**config.mk**
```make
export PLATFORM = sky130hd
export DESIGN_NAME = ex_core_decode_stage_flat
export DESIGN_NICKNAME = d
export VERILOG_FILES = /design/src/rtl/ex_core_decode_stage_if.sv /design/src/rtl/ex_core_decode_stage.sv /design/src/flat_wrapper.sv
export SDC_FILE = /design/constraint.sdc
export NUM_CORES = 1
export LEC_CHECK = 0
export BUFFER_PORTS_ARGS = -buffer_cell sky130_fd_sc_hd__buf_2
export CORE_MARGIN = 10
export CORE_UTILIZATION = 33
export DETAILED_ROUTE_END_ITERATION = 8
export GPL_ROUTABILITY_DRIVEN = 0
export PLACE_DENSITY = 0.59
export RECOVER_POWER = 25
export SYNTH_ARGS = -nofsm -noshare
export SYNTH_HDL_FRONTEND = slang
export SYNTH_SLANG_ARGS = --single-unit
```
**constraint.sdc**
```tcl
create_clock -name clk -period 3.05 [get_ports clk]
set_input_delay 0.61 -clock clk [delete_from_list [all_inputs] [get_ports clk]]
set_output_delay 0.61 -clock clk [all_outputs]
set_load 0.01 [all_outputs]
```
**src/rtl/ex_core_decode_stage_if.sv**
```systemverilog
// Handshake bundle between fetch, the ex_core decode stage and the register-file/ALU side.
// The stage itself uses the slave modport; whoever drives fetch and consumes decode uses master.
interface ex_core_decode_stage_if #(
  parameter int PC_W = 32
);
  logic            in_valid;
  logic            in_ready;
  logic [31:0]     in_instr;
  logic [PC_W-1:0] in_pc;

  logic            out_valid;
  logic            out_ready;
  logic [PC_W-1:0] out_pc;
  logic [6:0]      out_opcode;
  logic [2:0]      out_funct3;
  logic [6:0]      out_funct7;
  logic [4:0]      out_rs1;
  logic [4:0]      out_rs2;
  logic [4:0]      out_rd;
  logic [31:0]     out_imm;
  logic [3:0]      out_alu_op;
  logic            out_reg_wr_en;
  logic            out_illegal;

  modport master (
    output in_valid, in_instr, in_pc, out_ready,
    input  in_ready, out_valid, out_pc, out_opcode, out_funct3, out_funct7,
           out_rs1, out_rs2, out_rd, out_imm, out_alu_op, out_reg_wr_en, out_illegal
  );

  modport slave (
    input  in_valid, in_instr, in_pc, out_ready,
    output in_ready, out_valid, out_pc, out_opcode, out_funct3, out_funct7,
           out_rs1, out_rs2, out_rd, out_imm, out_alu_op, out_reg_wr_en, out_illegal
  );
endinterface

```
**src/rtl/ex_core_decode_stage.sv**
```systemverilog
// RV32I decode stage: instruction FIFO, combinational decode of the FIFO head,
// and a registered valid/ready output slot. flush empties both FIFO and slot.
module ex_core_decode_stage #(
  parameter int FIFO_DEPTH = 4,
  parameter int PC_W       = 32
) (
  input  logic                              clk,
  input  logic                              rst_n,
  input  logic                              flush,
  ex_core_decode_stage_if.slave             bus,
  output logic [$clog2(FIFO_DEPTH+1)-1:0]   occupancy
);

  localparam int AW = $clog2(FIFO_DEPTH);
  localparam int CW = $clog2(FIFO_DEPTH + 1);

  localparam logic [6:0] OP_R      = 7'b0110011;
  localparam logic [6:0] OP_IALU   = 7'b0010011;
  localparam logic [6:0] OP_LOAD   = 7'b0000011;
  localparam logic [6:0] OP_STORE  = 7'b0100011;
  localparam logic [6:0] OP_BRANCH = 7'b1100011;
  localparam logic [6:0] OP_LUI    = 7'b0110111;
  localparam logic [6:0] OP_AUIPC  = 7'b0010111;
  localparam logic [6:0] OP_JAL    = 7'b1101111;
  localparam logic [6:0] OP_JALR   = 7'b1100111;
  localparam logic [6:0] OP_FENCE  = 7'b0001111;
  localparam logic [6:0] OP_SYSTEM = 7'b1110011;

  localparam logic [6:0] F7_ZERO = 7'b0000000;
  localparam logic [6:0] F7_ALT  = 7'b0100000;

  typedef enum logic [3:0] {
    ALU_ADD      = 4'd0,
    ALU_SUB      = 4'd1,
    ALU_SLL      = 4'd2,
    ALU_SLT      = 4'd3,
    ALU_SLTU     = 4'd4,
    ALU_XOR      = 4'd5,
    ALU_SRL      = 4'd6,
    ALU_SRA      = 4'd7,
    ALU_OR       = 4'd8,
    ALU_AND      = 4'd9,
    ALU_PASS_IMM = 4'd10
  } alu_op_e;

  logic [31:0]     instr_mem [FIFO_DEPTH];
  logic [PC_W-1:0] pc_mem    [FIFO_DEPTH];
  logic [AW-1:0]   wr_ptr;
  logic [AW-1:0]   rd_ptr;
  logic [CW-1:0]   count;

  logic full;
  logic empty;
  logic push;
  logic load;

  logic [31:0]     head;
  logic [PC_W-1:0] head_pc;
  logic [6:0]      opc;
  logic [2:0]      f3;
  logic [6:0]      f7;
  logic [31:0]     imm_i;
  logic [31:0]     imm_s;
  logic [31:0]     imm_b;
  logic [31:0]     imm_u;
  logic [31:0]     imm_j;

  logic [31:0] dec_imm;
  alu_op_e     dec_alu;
  logic        dec_writes_rd;
  logic        dec_ill;
  logic        dec_wr_en;

  assign full  = (count == CW'(FIFO_DEPTH));
  assign empty = (count == '0);

  // A concurrent pop never frees a slot for a push in the same cycle.
  assign bus.in_ready = !full && !flush;
  assign push         = bus.in_valid && bus.in_ready;
  assign load         = !empty && (!bus.out_valid || bus.out_ready) && !flush;
  assign occupancy    = count;

  assign head    = instr_mem[rd_ptr];
  assign head_pc = pc_mem[rd_ptr];
  assign opc     = head[6:0];
  assign f3      = head[14:12];
  assign f7      = head[31:25];

  assign imm_i = {{20{head[31]}}, head[31:20]};
  assign imm_s = {{20{head[31]}}, head[31:25], head[11:7]};
  assign imm_b = {{19{head[31]}}, head[31], head[7], head[30:25], head[11:8], 1'b0};
  assign imm_u = {head[31:12], 12'b0};
  assign imm_j = {{11{head[31]}}, head[31], head[19:12], head[20], head[30:21], 1'b0};

  // Storage has no reset; validity is carried entirely by count and the pointers.
  always_ff @(posedge clk) begin
    if (push) begin
      instr_mem[wr_ptr] <= bus.in_instr;
      pc_mem[wr_ptr]    <= bus.in_pc;
    end
  end

  always_ff @(posedge clk or negedge rst_n) begin
    if (!rst_n) begin
      wr_ptr <= '0;
      rd_ptr <= '0;
      count  <= '0;
    end else if (flush) begin
      wr_ptr <= '0;
      rd_ptr <= '0;
      count  <= '0;
    end else begin
      if (push) wr_ptr <= wr_ptr + AW'(1);
      if (load) rd_ptr <= rd_ptr + AW'(1);
      case ({push, load})
        2'b10:   count <= count + CW'(1);
        2'b01:   count <= count - CW'(1);
        default: count <= count;
      endcase
    end
  end

  always_comb begin
    dec_imm       = '0;
    dec_alu       = ALU_ADD;
    dec_writes_rd = 1'b0;
    dec_ill       = 1'b0;
    case (opc)
      OP_R: begin
        dec_writes_rd = 1'b1;
        if (f7 == F7_ZERO) begin
          case (f3)
            3'b000:  dec_alu = ALU_ADD;
            3'b001:  dec_alu = ALU_SLL;
            3'b010:  dec_alu = ALU_SLT;
            3'b011:  dec_alu = ALU_SLTU;
            3'b100:  dec_alu = ALU_XOR;
            3'b101:  dec_alu = ALU_SRL;
            3'b110:  dec_alu = ALU_OR;
            default: dec_alu = ALU_AND;
          endcase
        end else if (f7 == F7_ALT && f3 == 3'b000) begin
          dec_alu = ALU_SUB;
        end else if (f7 == F7_ALT && f3 == 3'b101) begin
          dec_alu = ALU_SRA;
        end else begin
          dec_ill = 1'b1;
        end
      end
      OP_IALU: begin
        dec_writes_rd = 1'b1;
        dec_imm       = imm_i;
        case (f3)
          3'b000: dec_alu = ALU_ADD;
          3'b001: begin
            dec_alu = ALU_SLL;
            if (f7 != F7_ZERO) dec_ill = 1'b1;
          end
          3'b010: dec_alu = ALU_SLT;
          3'b011: dec_alu = ALU_SLTU;
          3'b100: dec_alu = ALU_XOR;
          3'b101: begin
            if (f7 == F7_ZERO)     dec_alu = ALU_SRL;
            else if (f7 == F7_ALT) dec_alu = ALU_SRA;
            else                   dec_ill = 1'b1;
          end
          3'b110:  dec_alu = ALU_OR;
          default: dec_alu = ALU_AND;
        endcase
      end
      OP_LOAD: begin
        dec_writes_rd = 1'b1;
        dec_imm       = imm_i;
        if (f3 == 3'b011 || f3 == 3'b110 || f3 == 3'b111) dec_ill = 1'b1;
      end
      OP_STORE: begin
        dec_imm = imm_s;
        if (f3 > 3'b010) dec_ill = 1'b1;
      end
      OP_BRANCH: begin
        dec_imm = imm_b;
        case (f3)
          3'b000, 3'b001: dec_alu = ALU_SUB;
          3'b100, 3'b101: dec_alu = ALU_SLT;
          3'b110, 3'b111: dec_alu = ALU_SLTU;
          default:        dec_ill = 1'b1;
        endcase
      end
      OP_LUI: begin
        dec_writes_rd = 1'b1;
        dec_imm       = imm_u;
        dec_alu       = ALU_PASS_IMM;
      end
      OP_AUIPC: begin
        dec_writes_rd = 1'b1;
        dec_imm       = imm_u;
      end
      OP_JAL: begin
        dec_writes_rd = 1'b1;
        dec_imm       = imm_j;
      end
      OP_JALR: begin
        dec_writes_rd = 1'b1;
        dec_imm       = imm_i;
        if (f3 != 3'b000) dec_ill = 1'b1;
      end
      OP_FENCE:  dec_imm = '0;
      OP_SYSTEM: dec_imm = imm_i;
      default:   dec_ill = 1'b1;
    endcase
    if (head[1:0] != 2'b11) dec_ill = 1'b1;
  end

  // Illegal instructions still travel downstream, just without a register write.
  assign dec_wr_en = dec_writes_rd && (head[11:7] != 5'd0) && !dec_ill;

  always_ff @(posedge clk or negedge rst_n) begin
    if (!rst_n) begin
      bus.out_valid     <= 1'b0;
      bus.out_pc        <= '0;
      bus.out_opcode    <= '0;
      bus.out_funct3    <= '0;
      bus.out_funct7    <= '0;
      bus.out_rs1       <= '0;
      bus.out_rs2       <= '0;
      bus.out_rd        <= '0;
      bus.out_imm       <= '0;
      bus.out_alu_op    <= '0;
      bus.out_reg_wr_en <= 1'b0;
      bus.out_illegal   <= 1'b0;
    end else if (flush) begin
      bus.out_valid <= 1'b0;
    end else if (load) begin
      bus.out_valid     <= 1'b1;
      bus.out_pc        <= head_pc;
      bus.out_opcode    <= opc;
      bus.out_funct3    <= f3;
      bus.out_funct7    <= f7;
      bus.out_rs1       <= head[19:15];
      bus.out_rs2       <= head[24:20];
      bus.out_rd        <= head[11:7];
      bus.out_imm       <= dec_imm;
      bus.out_alu_op    <= dec_alu;
      bus.out_reg_wr_en <= dec_wr_en;
      bus.out_illegal   <= dec_ill;
    end else if (bus.out_ready) begin
      bus.out_valid <= 1'b0;
    end
  end

endmodule

```
**src/flat_wrapper.sv**
```systemverilog
// flat-port wrapper written by rule: the top's interface ports become plain ports
module ex_core_decode_stage_flat 
#(
  parameter int FIFO_DEPTH = 4,
  parameter int PC_W       = 32
)
  (clk, rst_n, flush, occupancy, bus_in_valid, bus_in_instr, bus_in_pc, bus_out_ready, bus_in_ready, bus_out_valid, bus_out_pc, bus_out_opcode, bus_out_funct3, bus_out_funct7, bus_out_rs1, bus_out_rs2, bus_out_rd, bus_out_imm, bus_out_alu_op, bus_out_reg_wr_en, bus_out_illegal);
  ex_core_decode_stage_if #(.PC_W(PC_W)) bus_i ();
  input  logic clk;
  input  logic rst_n;
  input  logic flush;
  output logic [$clog2(FIFO_DEPTH+1)-1:0] occupancy;
  input wire logic [$bits(bus_i.in_valid)-1:0] bus_in_valid;
  input wire logic [$bits(bus_i.in_instr)-1:0] bus_in_instr;
  input wire logic [$bits(bus_i.in_pc)-1:0] bus_in_pc;
  input wire logic [$bits(bus_i.out_ready)-1:0] bus_out_ready;
  output wire logic [$bits(bus_i.in_ready)-1:0] bus_in_ready;
  output wire logic [$bits(bus_i.out_valid)-1:0] bus_out_valid;
  output wire logic [$bits(bus_i.out_pc)-1:0] bus_out_pc;
  output wire logic [$bits(bus_i.out_opcode)-1:0] bus_out_opcode;
  output wire logic [$bits(bus_i.out_funct3)-1:0] bus_out_funct3;
  output wire logic [$bits(bus_i.out_funct7)-1:0] bus_out_funct7;
  output wire logic [$bits(bus_i.out_rs1)-1:0] bus_out_rs1;
  output wire logic [$bits(bus_i.out_rs2)-1:0] bus_out_rs2;
  output wire logic [$bits(bus_i.out_rd)-1:0] bus_out_rd;
  output wire logic [$bits(bus_i.out_imm)-1:0] bus_out_imm;
  output wire logic [$bits(bus_i.out_alu_op)-1:0] bus_out_alu_op;
  output wire logic [$bits(bus_i.out_reg_wr_en)-1:0] bus_out_reg_wr_en;
  output wire logic [$bits(bus_i.out_illegal)-1:0] bus_out_illegal;
  assign bus_i.in_valid = bus_in_valid;
  assign bus_i.in_instr = bus_in_instr;
  assign bus_i.in_pc = bus_in_pc;
  assign bus_i.out_ready = bus_out_ready;
  assign bus_in_ready = bus_i.in_ready;
  assign bus_out_valid = bus_i.out_valid;
  assign bus_out_pc = bus_i.out_pc;
  assign bus_out_opcode = bus_i.out_opcode;
  assign bus_out_funct3 = bus_i.out_funct3;
  assign bus_out_funct7 = bus_i.out_funct7;
  assign bus_out_rs1 = bus_i.out_rs1;
  assign bus_out_rs2 = bus_i.out_rs2;
  assign bus_out_rd = bus_i.out_rd;
  assign bus_out_imm = bus_i.out_imm;
  assign bus_out_alu_op = bus_i.out_alu_op;
  assign bus_out_reg_wr_en = bus_i.out_reg_wr_en;
  assign bus_out_illegal = bus_i.out_illegal;
  ex_core_decode_stage #(.FIFO_DEPTH(FIFO_DEPTH), .PC_W(PC_W)) u_core (.clk(clk), .rst_n(rst_n), .flush(flush), .bus(bus_i), .occupancy(occupancy));
endmodule
```
==> metrics.txt <==
Crit path required time=3500 ps; worst path arrival time=about 3300 ps; TritonRoute pass-1 iters=5; register area share after synthesis=0.7333; nets@finish=~1200; die footprint=between 50000 and 60000 um^2; YS warnings=0; Final Hold Fails=0; post-synthesis cell type count=55; pre-CTS setup slack=186.2 ps; Yosys reg bits=366; Cell Area, Synth=about 14000 um^2; ys flop type=edfxtp_1; Worst setup EP type=flip-flop; Setup WS post-layout=186.3 ps; initial antenna violation count=7; clk slew on worst S/H paths=~60 ps; Overflow after GRT=0; Layout area overhead=21.37%; TNS Setup=0 ps; Post-synth EDFFs=approximately 260; worst hold path type=in2reg; Final setup viols=0; Post-Layout Cell Count=1731; vias after detailed routing=roughly 8300; Worst setup SP type=flip-flop; DR WL/cell=between 20 and 25 um; Lkg Pwr=~6.5 nW; row count=between 70 and 80; Die Y=between 200 and 250 um; CTS tree=built; ys async rst share=0.3005; min Tclk post-route=2864 ps; post-synthesis cell count=911; CTS root buffer=clkbuf_16; Via density=a little under 5; syn_nets=slightly below 1000; Final ANT Viol Nets=0; status=finished clean; cts bufs inserted=39; initial drt markers=between 600 and 700; fin crit share=0.9389; Final Slew Violations=0; Slew Limit Headroom=0.5727; VDD IR max=approximately 0.5 mV; largest net degree at the start of global routing=between 60 and 70; clk sink count=between 300 and 400; DRC viols=0; number of global-route vias before repair=~8800; clk_skew=approximately 13 ps; post-layout util=0.4029; total track usage=0.1397; peak fanout along the critical path=16; fillcell total=slightly below 4000; dpl hpwl=24.34 mm; RSZ-0062 raised after global routing=no; PD cells=between 900 and 1000 nW/um^2; kind of critical path=reg2reg; transition time of the tightest slew-check pin=approximately 640 ps; layout cell share with drive strength beyond 1=0.2515; clock buffer depth=3; DRT Wirelength=36.68 mm; Max Freq=~350 MHz; core area=between 40000 and 50000 um^2; first-pass GRT wire length=around 56 mm; total power=between 15 and 20 mW; synthesized area per cell=15.63 um^2; Die W=about 230 um; Placed Instances=~1700; Initial Util=0.3320; IO Count=between 150 and 200; Max Cap Viol=0; PortBufs=about 180; H-tree depth=2; Clk Latency, worst-skew pair=~550 ps
-- where the power goes --
group	switching, mW	leakage [nW]	internal (mW)
sequential	0.548	3.70	6.24
clock	1.93	0.616	2.75
combinational	2.74	2.15	1.84
-- path summary, 6_finish.rpt --
check                                                  start                              endpoint  slack (ps)  cells after the start
setup / recovery                u_core.rd_ptr[0]$_DFFE_PN0P_  u_core.bus.out_alu_op[0]$_DFFE_PN0P_         190                      6
hold / removal                              bus_in_instr[20]     u_core.instr_mem[1][20]$_DFFE_PP_         290                      1
setup reg to reg                u_core.rd_ptr[0]$_DFFE_PN0P_  u_core.bus.out_alu_op[0]$_DFFE_PN0P_         190                      6
hold reg to reg            u_core.bus.out_rs2[4]$_DFFE_PN0P_     u_core.bus.out_rs2[4]$_DFFE_PN0P_         470                      2
max in group asynchronous                              rst_n      u_core.bus.out_valid$_DFFE_PN0P_        1820                      3
min in group asynchronous                              rst_n  u_core.bus.out_alu_op[2]$_DFFE_PN0P_         540                      2
-- layout by cell type (no fill, tap or decap), drive strengths merged, types with 5 or more instances in the layout --
master,synthesis,final
a22o,7,7
mux4,64,64
diode,0,5
edfxtp,256,256
a31oi,7,7
nor2,35,35
dfrtp,110,110
clkbuf,31,115
nand2,219,219
inv,8,9
clkinv,0,8
a21oi,40,40
nand2b,7,7
nor2b,8,8
o21ai,23,23
nor3,6,6
and2,7,7
buf,18,150
xor2,6,6
-- routing by layer --
metal,vias up,GRT usage,part of all wire
met4,6,0.04928,0.028
met1,4180,0.1826,0.45
li1,3788,-,-
met5,-,0,0.0013
met3,68,0.03835,0.064
met2,278,0.2198,0.46
-- metrics by stage --
| step | instance area (um^2) | hold slack [ps] |
|---|---|---|
| after CTS | 17330 | 239.2 |
| after detailed placement | 16040 | 458.3 |
| after global routing | 17270 | 286.3 |
| final | 17280 | 291.3 |
| after global placement | 16040 | 456.4 |
| after floorplan | 14240 | 314.4 |
-- critical path, stage by stage (launching register included) --
cell,delay (ps)
dfrtp_4,610
mux4_1,620
or2_4,290
or3_1,460
or3_1,390
nand2b_4,160
a221oi_2,230
-- Yosys cell counts (3+ instances only) --
| library cell | number | area, um^2 |
|---|---|---|
| a31oi_1 | 7 | 43.79 |
| xor2_1 | 6 | 52.55 |
| a21oi_1 | 40 | 200.2 |
| and2_1 | 7 | 43.79 |
| edfxtp_1 | 256 | 7687 |
| nor2_1 | 35 | 131.4 |
| buf_1 | 5 | 18.77 |
| nand2_1 | 219 | 822.0 |
| a22o_1 | 7 | 61.31 |
| nor3_1 | 6 | 30.03 |
| ha_1 | 4 | 50.05 |
| a2bb2oi_1 | 3 | 26.28 |
| or3_1 | 4 | 25.02 |
| a211oi_1 | 4 | 30.03 |
| o21ai_0 | 22 | 110.1 |
| xnor2_1 | 4 | 35.03 |
| inv_1 | 8 | 30.03 |
| dfrtp_1 | 110 | 2753 |
| nor3b_1 | 3 | 22.52 |
| mux4_2 | 62 | 1396 |
| buf_2 | 12 | 60.06 |
| o32ai_1 | 4 | 35.03 |
| nor2b_1 | 8 | 50.05 |
| clkbuf_1 | 31 | 116.4 |
| nand2b_1 | 6 | 37.54 |
-- flip-flops by register name, summed over array words and instances, names as in the netlist, 2 cells and up --
| signal | count |
|---|---|
| u_core.bus.out_pc | 32 |
| u_core.bus.out_opcode | 7 |
| u_core.rd_ptr | 2 |
| u_core.pc_mem | 128 |
| u_core.bus.out_imm | 32 |
| u_core.instr_mem | 128 |
| u_core.bus.out_funct7 | 7 |
| u_core.wr_ptr | 2 |
| u_core.occupancy | 3 |
| u_core.bus.out_rs2 | 5 |
| u_core.bus.out_alu_op | 4 |
| u_core.bus.out_rs1 | 5 |
| u_core.bus.out_funct3 | 3 |
| u_core.bus.out_rd | 5 |
-- cell families after synthesis --
kind of cell	count (synthesis)	synth area share
flip-flops	366	0.7333
AND/OR/NAND/NOR	304	0.09043
AO/OA/AOI/OAI	103	0.04535
multiplexers	66	0.1033
buffers and inverters	57	0.01661
XOR/XNOR	10	0.006151
adder cells (fa/ha/maj)	5	0.004922
-- cell type report --
cell class	count	area (um^2)	share of cell area
Sequential cell	366	10450	0.6046
Clock buffer	58	1171	0.06777
Inverter	8	30.03	0.001738
Clock inverter	13	105.1	0.006082
Antenna cell	5	12.51	0.0007241
Tap cell	585	732.0	0.04236
Timing Repair Buffer	208	1186	0.06864
Multi-Input combinational cell	488	3596	0.2081
-- what timing repair did --
action | CTS | global route
resized for setup | 0 | 1
hold endpoints to repair | 28 | 0
hold buffers | 1 | 0
endpoints found under the setup margin | 0 | 1
setup buffers | 0 | 0
Power figures use the tool's default switching activity.
